$ cat config.mk
export PLATFORM = sky130hd
export DESIGN_NAME = regfile_wb_sched
export DESIGN_NICKNAME = d
export VERILOG_FILES = /design/src/rtl/regfile_wb_sched.sv
export SDC_FILE = /design/constraint.sdc
export NUM_CORES = 1
export LEC_CHECK = 0
export CAP_MARGIN = 20
export CELL_PAD_IN_SITES_DETAIL_PLACEMENT = 1
export CELL_PAD_IN_SITES_GLOBAL_PLACEMENT = 1
export CORE_MARGIN = 2
export CORE_UTILIZATION = 37
export CTS_BUF_LIST = sky130_fd_sc_hd__clkbuf_16
export CTS_CLUSTER_SIZE = 24
export DETAILED_ROUTE_END_ITERATION = 12
export HOLD_SLACK_MARGIN = 0.15
export PLACE_DENSITY = 0.81
export SLEW_MARGIN = 5
export SYNTH_ARGS = -nofsm -noshare
export SYNTH_HDL_FRONTEND = slang
export SYNTH_SLANG_ARGS = --single-unit
$ cat constraint.sdc
create_clock -name clk -period 4.4 [get_ports clk]
set_clock_uncertainty 0.2 [all_clocks]
set_input_delay 0.88 -clock clk [delete_from_list [all_inputs] [get_ports clk]]
set_output_delay 0.88 -clock clk [all_outputs]
set_load 0.1 [all_outputs]
$ cat src/rtl/regfile_wb_sched.sv
// Write-back scheduler: round-robin arbitration of three requesters onto the
// M and E write ports of the 8x8 register file, plus a busy scoreboard.
module regfile_wb_sched #(
    parameter int DW   = 8,
    parameter int AW   = 3,
    parameter int NREQ = 3
) (
    input  logic                 clk,
    input  logic                 rst,
    input  logic                 hold,
    input  logic [NREQ-1:0]      req_valid,
    input  logic [NREQ*AW-1:0]   req_dst,
    input  logic [NREQ*DW-1:0]   req_data,
    output logic [NREQ-1:0]      req_ready,
    output logic [AW-1:0]        dstM,
    output logic [DW-1:0]        M,
    output logic [AW-1:0]        dstE,
    output logic [DW-1:0]        E,
    output logic [(1<<AW)-1:0]   busy,
    output logic [7:0]           conflict_cnt
);

    localparam int NREG = 1 << AW;

    logic [1:0]    r_rr;
    logic [AW-1:0] r_dst_m;
    logic [AW-1:0] r_dst_e;
    logic [DW-1:0] r_m;
    logic [DW-1:0] r_e;
    logic [7:0]    r_cnt;

    logic [NREQ-1:0] w_ready;
    logic            w_m_vld;
    logic            w_e_vld;
    logic [1:0]      w_m_idx;
    logic [1:0]      w_e_idx;
    logic [AW-1:0]   w_m_dst;
    logic [AW-1:0]   w_e_dst;
    logic [DW-1:0]   w_m_data;
    logic [DW-1:0]   w_e_data;
    logic            w_conflict;
    logic [1:0]      w_idx;
    logic [AW-1:0]   w_dst;
    logic [1:0]      w_last;
    logic [1:0]      w_rr_nxt;
    logic [NREG-1:0] w_busy;

    // Modulo-NREQ increment for requester indices.
    function automatic logic [1:0] wrap_add(input logic [1:0] a, input logic [1:0] b);
        logic [2:0] s;
        s = {1'b0, a} + {1'b0, b};
        if (s >= 3'(NREQ))
            s = s - 3'(NREQ);
        return s[1:0];
    endfunction

    // NOTE: every signal driven here gets a default first, so no path leaves
    // a value unassigned and no latch is inferred.
    always_comb begin
        w_ready    = '0;
        w_m_vld    = 1'b0;
        w_e_vld    = 1'b0;
        w_m_idx    = '0;
        w_e_idx    = '0;
        w_m_dst    = '0;
        w_e_dst    = '0;
        w_m_data   = '0;
        w_e_data   = '0;
        w_conflict = 1'b0;
        w_idx      = '0;
        w_dst      = '0;
        if (!hold) begin
            for (int k = 0; k < NREQ; k++) begin
                w_idx = wrap_add(r_rr, 2'(k));
                w_dst = req_dst[w_idx*AW +: AW];
                if (req_valid[w_idx]) begin
                    if (w_dst == '0) begin
                        // Writes to register 0 are accepted and discarded.
                        w_ready[w_idx] = 1'b1;
                    end else if (!w_m_vld) begin
                        w_ready[w_idx] = 1'b1;
                        w_m_vld        = 1'b1;
                        w_m_idx        = w_idx;
                        w_m_dst        = w_dst;
                        w_m_data       = req_data[w_idx*DW +: DW];
                    end else if (!w_e_vld && (w_dst != w_m_dst)) begin
                        w_ready[w_idx] = 1'b1;
                        w_e_vld        = 1'b1;
                        w_e_idx        = w_idx;
                        w_e_dst        = w_dst;
                        w_e_data       = req_data[w_idx*DW +: DW];
                    end else if (!w_e_vld) begin
                        // Port E was free: deferred purely by the M-port clash.
                        w_conflict = 1'b1;
                    end
                end
            end
        end
        w_last   = w_e_vld ? w_e_idx : w_m_idx;
        w_rr_nxt = wrap_add(w_last, 2'd1);
    end

    // NOTE: the whole output stage, including data, is reset so in-flight
    // writes are dropped and busy clears as soon as rst rises.
    always_ff @(posedge clk or posedge rst) begin
        if (rst) begin
            r_rr    <= '0;
            r_dst_m <= '0;
            r_dst_e <= '0;
            r_m     <= '0;
            r_e     <= '0;
            r_cnt   <= '0;
        end else begin
            // NOTE: non-blocking assignments keep every register sampling
            // pre-edge values, independent of statement order.
            r_dst_m <= w_m_vld ? w_m_dst : '0;
            r_dst_e <= w_e_vld ? w_e_dst : '0;
            if (w_m_vld)
                r_m <= w_m_data;
            if (w_e_vld)
                r_e <= w_e_data;
            if (w_m_vld)
                r_rr <= w_rr_nxt;
            if (w_conflict && (r_cnt != 8'hFF))
                r_cnt <= r_cnt + 8'd1;
        end
    end

    always_comb begin
        w_busy          = '0;
        w_busy[r_dst_m] = 1'b1;
        w_busy[r_dst_e] = 1'b1;
        w_busy[0]       = 1'b0;
    end

    assign req_ready    = w_ready;
    assign dstM         = r_dst_m;
    assign M            = r_m;
    assign dstE         = r_dst_e;
    assign E            = r_e;
    assign busy         = w_busy;
    assign conflict_cnt = r_cnt;

endmodule
==> impl_metrics.toml, run 1 <==
[status]
status = "complete, no violations"

[floorplan]
dieArea_sq_mm = 0.00965
core_sq_mm = 0.00868
start_util_pct = 37.9
num_rows = 34
die_w_um = 98.2
die-height_um = 98.2
io_pins = 80

[synth]
async_reset_ff_share_pct = 100
synth_ff_type = "dfrtp_1"
synth.distinct_cells = 67
ys_seq_area_share_pct = 24.4
syn_inst = 391
ys_seq_elements = 32
synth_area_sq_mm = 0.00329
synth_edf_count = 0
synth_nets = 436
ys.warnings.count = 0
syn_avg_cell_area_sq_um = 8.40

[placement]
dpl.hpwl_um = 9270
gp_congestion = 0.863
placed_cell_area_sq_mm = 0.00452
io_buffers = 78

[grt]
busiest_layer = "met2"
grt_overflow = 0
grt.met1_usage_pct = 31.8
antenna_found_initial = 0
grt_pass1_vias = 3985
grt_pass1_wl_um = 20200
gr-usage-met3_pct = 3.94
grt.met2_usage_pct = 46.3
track_usage_pct = 25.5
grt_max_degree = 42

[detailed_routing]
drc = 0
via_per_inst = 5.97
drt_first_pass_iters = 4
post_drt_wl_per_cell_um = 20.8
wirelength_um = 13100
num_vias = 3754
dr.first_iter.drc_count = 175
ant_nets = 0

[layout]
area_growth_pct = 53.8
fill_cells = 1010
fin_nets = 565
drive_gt1_share_pct = 31.9
final_util_pct = 58.2
diodes = 0
design_area_sq_mm = 0.00505

[clock_network]
cts_root_buf = "clkbuf_16"
cts_tree = "yes"
worst_skew_pair.late_latency_ns = 0.28
cts_sinks = 32
cts.htree.levels = 2
cts.clk_slew.worst_paths_ns = 0.06
clock_tree.buffer_depth = 2
hold_buffers = 0
cts_inserted_buffers = 5

[worst_setup_path]
cp.arrival_ns = 3.29
critical_path_class = "primary input to primary output"
cp_max_fo = 4
r2r_cells = 16
end_kind = "primary output"
crit_path_start_kind = "primary input"
cp.required_ns = 3.32

[job]
cap_violations = 0

[sta]
max_freq_ghz = 0.229
slew_headroom_pct = 34.3
setup_viol = 0
maxSlewViolCount = 0
rsz0062_at_grt = "true"
hold_slack_ns = 0.277
worstMarginPinSlew_ns = 0.983
min_period_ns = 4.37
period_share_pct = 99.2
final_hold_viol_count = 0

[hold_path]
min_path_cells = 2
min_path_type = "flip-flop to flip-flop"
synth_stat cells, types with 4 or more instances:
master | number | area (sq um)
a21oi_1 | 42 | 210
nand2_1 | 39 | 146
dfrtp_1 | 32 | 801
nor2_1 | 27 | 101
mux2i_1 | 23 | 230
o21ai_0 | 21 | 105
nor2b_1 | 13 | 81.3
nand3_1 | 11 | 55.1
clkbuf_1 | 10 | 37.5
inv_1 | 10 | 37.5
o22ai_1 | 10 | 62.6
a22oi_1 | 9 | 67.6
mux2_2 | 9 | 101
o211ai_1 | 8 | 60.1
o21ai_1 | 7 | 35.0
o32ai_1 | 7 | 61.3
xor2_1 | 7 | 61.3
buf_2 | 6 | 30.0
ha_1 | 6 | 75.1
buf_6 | 5 | 56.3
nor3_1 | 5 | 25.0
o2bb2ai_1 | 5 | 43.8
a31oi_1 | 4 | 25.0
buf_4 | 4 | 30.0
mux2_1 | 4 | 45.0
nand3b_1 | 4 | 30.0
worst max-delay path: stages:
cell and delay [ns]:
dlygate4sd2_1 0.29, mux2i_2 0.23, a2bb2oi_2 0.27, buf_4 0.17
nor2_2 0.06, a21oi_2 0.14, a2111oi_2 0.08, and4bb_4 0.21
or2_4 0.27, a211oi_4 0.33, o2bb2ai_2 0.16, buf_12 0.20
cell usage in the layout (no fill, tap or decap), drive strengths merged, types with 3 or more instances in the layout:
cell and instances:
a211oi 3, a21oi 42, a221oi 3, a22oi 10, a2bb2oi 3, a31oi 5
and3 4, buf 74, clkbuf 9, clkdlybuf4s50 63, dfrtp 32, dlygate4sd2 8
ha 6, inv 10, mux2 13, mux2i 25, nand2 39, nand2b 3
nand3 12, nand3b 4, nor2 30, nor2b 13, nor3 8, nor4 4
nor4b 3, o211ai 8, o21a 4, o21ai 28, o22ai 12, o2bb2ai 6
o32ai 7, xor2 7
registers in the layout (all words and copies together) (netlist names):
register,cells
dstE,3
r_rr,2
dstM,3
conflict_cnt,8
M,8
E,8
logic make-up (layout without fill, tap and decap cells):
| logic type | count (synthesis) | in the layout | synth area share [%] |
|---|---|---|---|
| buf+inv | 38 | 168 | 6.17 |
| flops | 32 | 32 | 24.4 |
| simple gates | 125 | 125 | 21.5 |
| compound gates | 142 | 142 | 30.9 |
| other cells | 1 | 1 | 0.114 |
| mux | 38 | 38 | 12.3 |
| fa+ha+maj | 6 | 6 | 2.28 |
| xor+xnor | 9 | 9 | 2.40 |
per-layer routing:
metal | part of all wire (%) | up-vias
li1 | - | 1732
met1 | 41 | 1856
met2 | 52 | 138
met3 | 5.3 | 28
met4 | 1.6 | 0
met5 | 0 | -
path summary, 6_finish.rpt:
kind | to | start | slack, ns
max | req_ready[0] | req_dst[0] | 0.03
min | M[3] | M[3] | 0.28
max reg2reg | r_rr[0] | r_rr[0] | 0.46
min reg2reg | M[3] | M[3] | 0.28
max in group asynchronous | r_rr[1] | rst | 2.88
min in group asynchronous | conflict_cnt[4] | rst | 0.79
through the flow:
| stage | std cells | setup TNS, ns | setup WS, ns |
|---|---|---|---|
| floorplan | 391 | -0.607 | -0.189 |
| global route | 629 | -0.210 | -0.0871 |
| CTS | 619 | 0 | 0.00314 |
| finish | 629 | 0 | 0.0347 |
| global placement | 604 | -0.416 | -0.164 |
| detailed placement | 604 | -0.656 | -0.222 |
cell type report:
cell class                 count  area (sq um)  share of cell area [%]
multi-input combinational    321          2520                    50.0
timing repair buffer         150          1390                    27.4
sequential                    32           802                    15.9
tap                          108           135                    2.67
clock buffer                   5           125                    2.48
clock inverter                 3          42.5                   0.842
inverter                      10          37.5                   0.743
timing repair:
action | CTS | global route
endpoints found under the hold margin | 0 | 0
resized for setup | 36 | 36
setup buffers | 7 | 10
gates cloned | 0 | 1
endpoints found under the setup margin | 3 | 3
pin swaps | 13 | 17
Power of run 1 is left out: the tool's default activity adds up to more than one toggle a clock period on the data nets, which glitch-free logic cannot reach.
==> inputs of run 2 (changes only) <==
CORE_MARGIN = not set   (was 2)
==> run 2 against run 1 <==
Against the previous run:
- hold slack about the same
- wire length down 4.5%
- via count down 2.4%
- setup slack better by 0.00053 ns
- maximum frequency barely moved
- non-clock buffer count down 2
- sequential cell count did not move
- global-route usage rose by 1.7 points
- count of clock-buffer cells in the layout unchanged
- final cell count down 0.32%
- critical path depth is 1 higher
- core utilization grew 0.22 points
- critical endpoint unchanged
- highest routed layer unchanged
==> impl_metrics.toml, run 2 (synthesis gave the netlist of run 1 again) <==
[clock_network]
cts_inserted_buffers = 5
cts.htree.levels = 2
clock_tree.buffer_depth = 2
cts_sinks = 32
cts_root_buf = "clkbuf_16"
cts.clk_slew.worst_paths_ns = 0.06
cts_tree = "yes"
worst_skew_pair.late_latency_ns = 0.28
hold_buffers = 0

[detailed_routing]
drc = 0
wirelength_um = 12500
via_per_inst = 5.84
drt_first_pass_iters = 4
post_drt_wl_per_cell_um = 19.9
dr.first_iter.drc_count = 132
num_vias = 3664
ant_nets = 0

[hold_path]
min_path_type = "flip-flop to flip-flop"
min_path_cells = 2

[layout]
design_area_sq_mm = 0.00507
mostFrequentLayoutCells = "buf_4 (64), clkdlybuf4s50_1 (63), nand2_1 (38), a21oi_1 (38), dfrtp_1 (31)"
fin_nets = 563
final_common_cell = "buf_4"
diodes = 0
area_growth_pct = 54.3
drive_gt1_share_pct = 30.4
fill_cells = 1000

[placement]
io_buffers = 78
placed_cell_area_sq_mm = 0.00451
dpl.hpwl_um = 8870
gp_congestion = 0.855

[grt]
antenna_found_initial = 0
grt_pass1_wl_um = 19200
grt_max_degree = 42
track_usage_pct = 27.2
grt_pass1_vias = 3765
grt_overflow = 0

[worst_setup_path]
critical_path_class = "flip-flop to primary output"
crit_path_start_kind = "flip-flop"
cp_max_fo = 7
end_kind = "primary output"
r2r-end = "r_rr[0]"
critPathCapture = "req_ready[0]"
cp.required_ns = 3.32
cp.arrival_ns = 3.28
reg2reg_from = "r_rr[0]"
r2r_cells = 15
crit_start = "r_rr[0]"
rrSetupSlack_ns = 0.33

[floorplan]
core_sq_mm = 0.00868
io_pins = 80
start_util_pct = 37.9
die-height_um = 96.2
die_w_um = 96.2
num_rows = 34
dieArea_sq_mm = 0.00926

[sta]
period_share_pct = 99.2
final_hold_viol_count = 0
min_period_ns = 4.36
maxSlewViolCount = 0
tns_ns = 0
worstMarginPinSlew_ns = 0.979
slew_headroom_pct = 34.5
max_freq_ghz = 0.229
setup_viol = 0

[job]
cap_violations = 0

[status]
status = "complete, no violations"
run 2: worst max-delay path, stage by stage (launching register included):
cell	delay (ns)
dfrtp_1	0.41
buf_6	0.14
ha_4	0.16
buf_12	0.14
mux2i_4	0.20
a2bb2oi_4	0.20
buf_4	0.16
nor4_4	0.31
o22ai_2	0.14
and3_4	0.20
or2_4	0.25
a211oi_4	0.30
o2bb2ai_2	0.17
buf_12	0.20
run 2: area by class of cell:
| class | instances | area (sq um) | share of cell area [%] |
|---|---|---|---|
| repair buffers | 148 | 1380 | 27.3 |
| multi-input cells | 321 | 2540 | 50.2 |
| clock buffers | 5 | 125 | 2.47 |
| clock inverters | 3 | 42.5 | 0.839 |
| well taps | 108 | 135 | 2.66 |
| inverters | 10 | 37.5 | 0.740 |
| flip-flops and latches | 32 | 802 | 15.8 |
run 2: worst min-delay path by stage:
stage / slack, ns / from / end
6_report: 0.28 / M[4] / M[4]
5_1_grt: 0.33 / M[0] / M[0]
4_1_cts: 0.28 / M[4] / M[4]
3_5_place_dp: 0.27 / M[4] / M[4]
3_3_place_gp: 0.26 / M[4] / M[4]
2_1_floorplan: 0.33 / r_rr[1] / r_rr[1]
run 2: layer usage:
| metal | vias to the layer above | wire (um) | GRT usage [%] |
|---|---|---|---|
| met5 | - | 0 | 0 |
| met4 | 0 | 229 | 8.33 |
| met3 | 25 | 593 | 4.27 |
| met2 | 123 | 6190 | 46.8 |
| met1 | 1801 | 5490 | 34.7 |
| li1 | 1715 | - | - |
run 2: timing repair:
item                       4_1_cts  5_1_grt
setup buffers                    3       13
gates resized for setup         34       30
setup endpoints to repair        3        3
pin swaps                        9       10
cloned                           1        0
run 2: through the flow:
step	hold WS [ns]	setup WS (ns)	utilization (%)	instances
after global placement	0.264	-0.197	52.0	603
after detailed placement	0.270	-0.254	52.0	603
final	0.277	0.0352	58.4	627
after global routing	0.327	-0.0407	58.4	627
after CTS	0.283	0.00338	56.0	615
after floorplan	0.333	-0.189	-	391
Power of run 2 is left out for the same reason.
==> inputs of run 3 (changes only) <==
--- a/constraint.sdc
+++ b/constraint.sdc
@@ -3,3 +3,3 @@
 set_input_delay 0.88 -clock clk [delete_from_list [all_inputs] [get_ports clk]]
 set_output_delay 0.88 -clock clk [all_outputs]
-set_load 0.1 [all_outputs]
+set_load 0.02 [all_outputs]
==> run 3 against run 2 <==
Against the previous run:
- final cell count fell by 0.16%
- hold slack improved by 0.0035 ns
- critical path depth fell by 2
==> impl_metrics.toml, run 3 (synthesis gave the netlist of run 1 again) <==
[sta]
period_share_pct = 99.5
worstMarginPinSlew_ns = 0.742
hold_slack_ns = 0.281
setup_viol = 0
slew_headroom_pct = 50.3
finalWorstSetupSlack_ns = 0.0208
min_period_ns = 4.38
max_freq_ghz = 0.228
final_hold_viol_count = 0
maxSlewViolCount = 0

[power_and_ir_drop]
p_int_uw = 2120
power_frac_comb_pct = 78.7
p_seq_share_pct = 11.7
leakagePower_uw = 0.00205
p_switching_uw = 2000
power_frac_clock_pct = 9.6
p_per_area_mw_per_mm2 = 840
switching_share_pct = 48.5
peakVddDrop_mv = 0.386
finalPower_uw = 4120

[clock_network]
worst_skew_pair.late_latency_ns = 0.28
cts.clk_slew.worst_paths_ns = 0.05
hold_buffers = 0
cts_tree = "yes"
cts_root_buf = "clkbuf_16"
cts_inserted_buffers = 5
cts.htree.levels = 2
clock_tree.buffer_depth = 2
cts_sinks = 32

[worst_setup_path]
end_kind = "primary output"
cp_max_fo = 7
cp.required_ns = 3.32
cp.arrival_ns = 3.30
rrSetupSlack_ns = 0.33
crit_path_start_kind = "primary input"
critical_path_class = "primary input to primary output"

[layout]
design_area_sq_mm = 0.00490
area_growth_pct = 49.3
diodes = 0
drive_gt1_share_pct = 27.6
fin_nets = 562
fill_cells = 1084
seqCellArea_sq_um = 801
final_common_cell = "buf_4"
multi_input_area_sq_mm = 0.00244
mostFrequentLayoutCells = "buf_4 (69), clkdlybuf4s50_1 (65), a21oi_1 (40)"

[grt]
antenna_found_initial = 0
track_usage_pct = 27.1
grt_max_degree = 33
grt_pass1_wl_um = 19300
grt_pass1_vias = 3860
grt_overflow = 0

[floorplan]
dieArea_sq_mm = 0.00926
die-height_um = 96.2
core_sq_mm = 0.00868
num_rows = 34
io_pins = 80
die_w_um = 96.2
start_util_pct = 37.9

[detailed_routing]
dr.first_iter.drc_count = 109
num_vias = 3650
via_per_inst = 5.83
drt_first_pass_iters = 4
wirelength_um = 12100
post_drt_wl_per_cell_um = 19.3
drc = 0
ant_nets = 0

[hold_path]
min_path_type = "flip-flop to flip-flop"

[placement]
dpl.hpwl_um = 9290
gp_congestion = 0.913
place_ws_ns = -0.616
placed_cell_area_sq_mm = 0.00452
io_buffers = 78

[job]
cap_violations = 0

[status]
status = "complete, no violations"
==> run 3: worst max-delay path, cell delays in order <==
cell             delay, ns
clkdlybuf4s50_1       0.45
buf_4                 0.18
o2bb2ai_4             0.16
buf_4                 0.16
a22oi_2               0.18
xnor2_1               0.17
and4bb_4              0.23
or2_4                 0.24
a211oi_4              0.25
o2bb2ai_1             0.19
buf_4                 0.20
==> run 3: area by class of cell <==
cell class | count | share of cell area, %
clock buffers | 5 | 2.55
clock inverters | 3 | 0.765
inverters | 10 | 0.765
multi-input cells | 321 | 49.8
flip-flops and latches | 32 | 16.3
well taps | 108 | 2.76
repair buffers | 147 | 27.0
==> run 3: per-layer routing <==
layer | up-vias | wire length, um | GRT usage [%]
met5 | - | 0 | 0
li1 | 1721 | - | -
met3 | 30 | 604 | 4.50
met1 | 1781 | 5060 | 32.1
met2 | 118 | 6070 | 48.7
met4 | 0 | 321 | 9.83
==> run 3: stage by stage <==
| stage | TNS (ns) | std cells | util, % |
|---|---|---|---|
| after detailed placement | -1.69 | 610 | 52.1 |
| after global routing | -0.0829 | 626 | 56.5 |
| final | 0 | 626 | 56.5 |
| after CTS | 0 | 621 | 54.5 |
| after global placement | -1.65 | 610 | 52.1 |
| after floorplan | 0 | 391 | - |
==> run 3: timing repair <==
action	in CTS	in global routing
pin swaps	7	6
gates resized for setup	25	29
setup buffers	3	5
setup endpoints to repair	3	3
==> run 3: power by group through the flow <==
stage | Sequential (uW) | Clock (uW) | Combinational (uW)
5_1_grt | 499 | 408 | 3500
3_3_place_gp | 479 | 0 | 2950
4_1_cts | 485 | 397 | 3100
6_report | 484 | 394 | 3240
2_1_floorplan | 586 | 0 | 1800
3_5_place_dp | 489 | 0 | 3030
==> run 3: worst paths after layout <==
check / start / end / depth (start not counted)
setup / recovery: req_valid[2] / req_ready[1] / 11
hold / removal: M[0] / M[0] / 2
setup reg to reg: r_rr[1] / r_rr[0] / 16
hold reg to reg: M[0] / M[0] / 2
max in group asynchronous: rst / E[2] / 3
min in group asynchronous: rst / E[7] / 3
No activity file was read; power rests on OpenSTA's default activity.
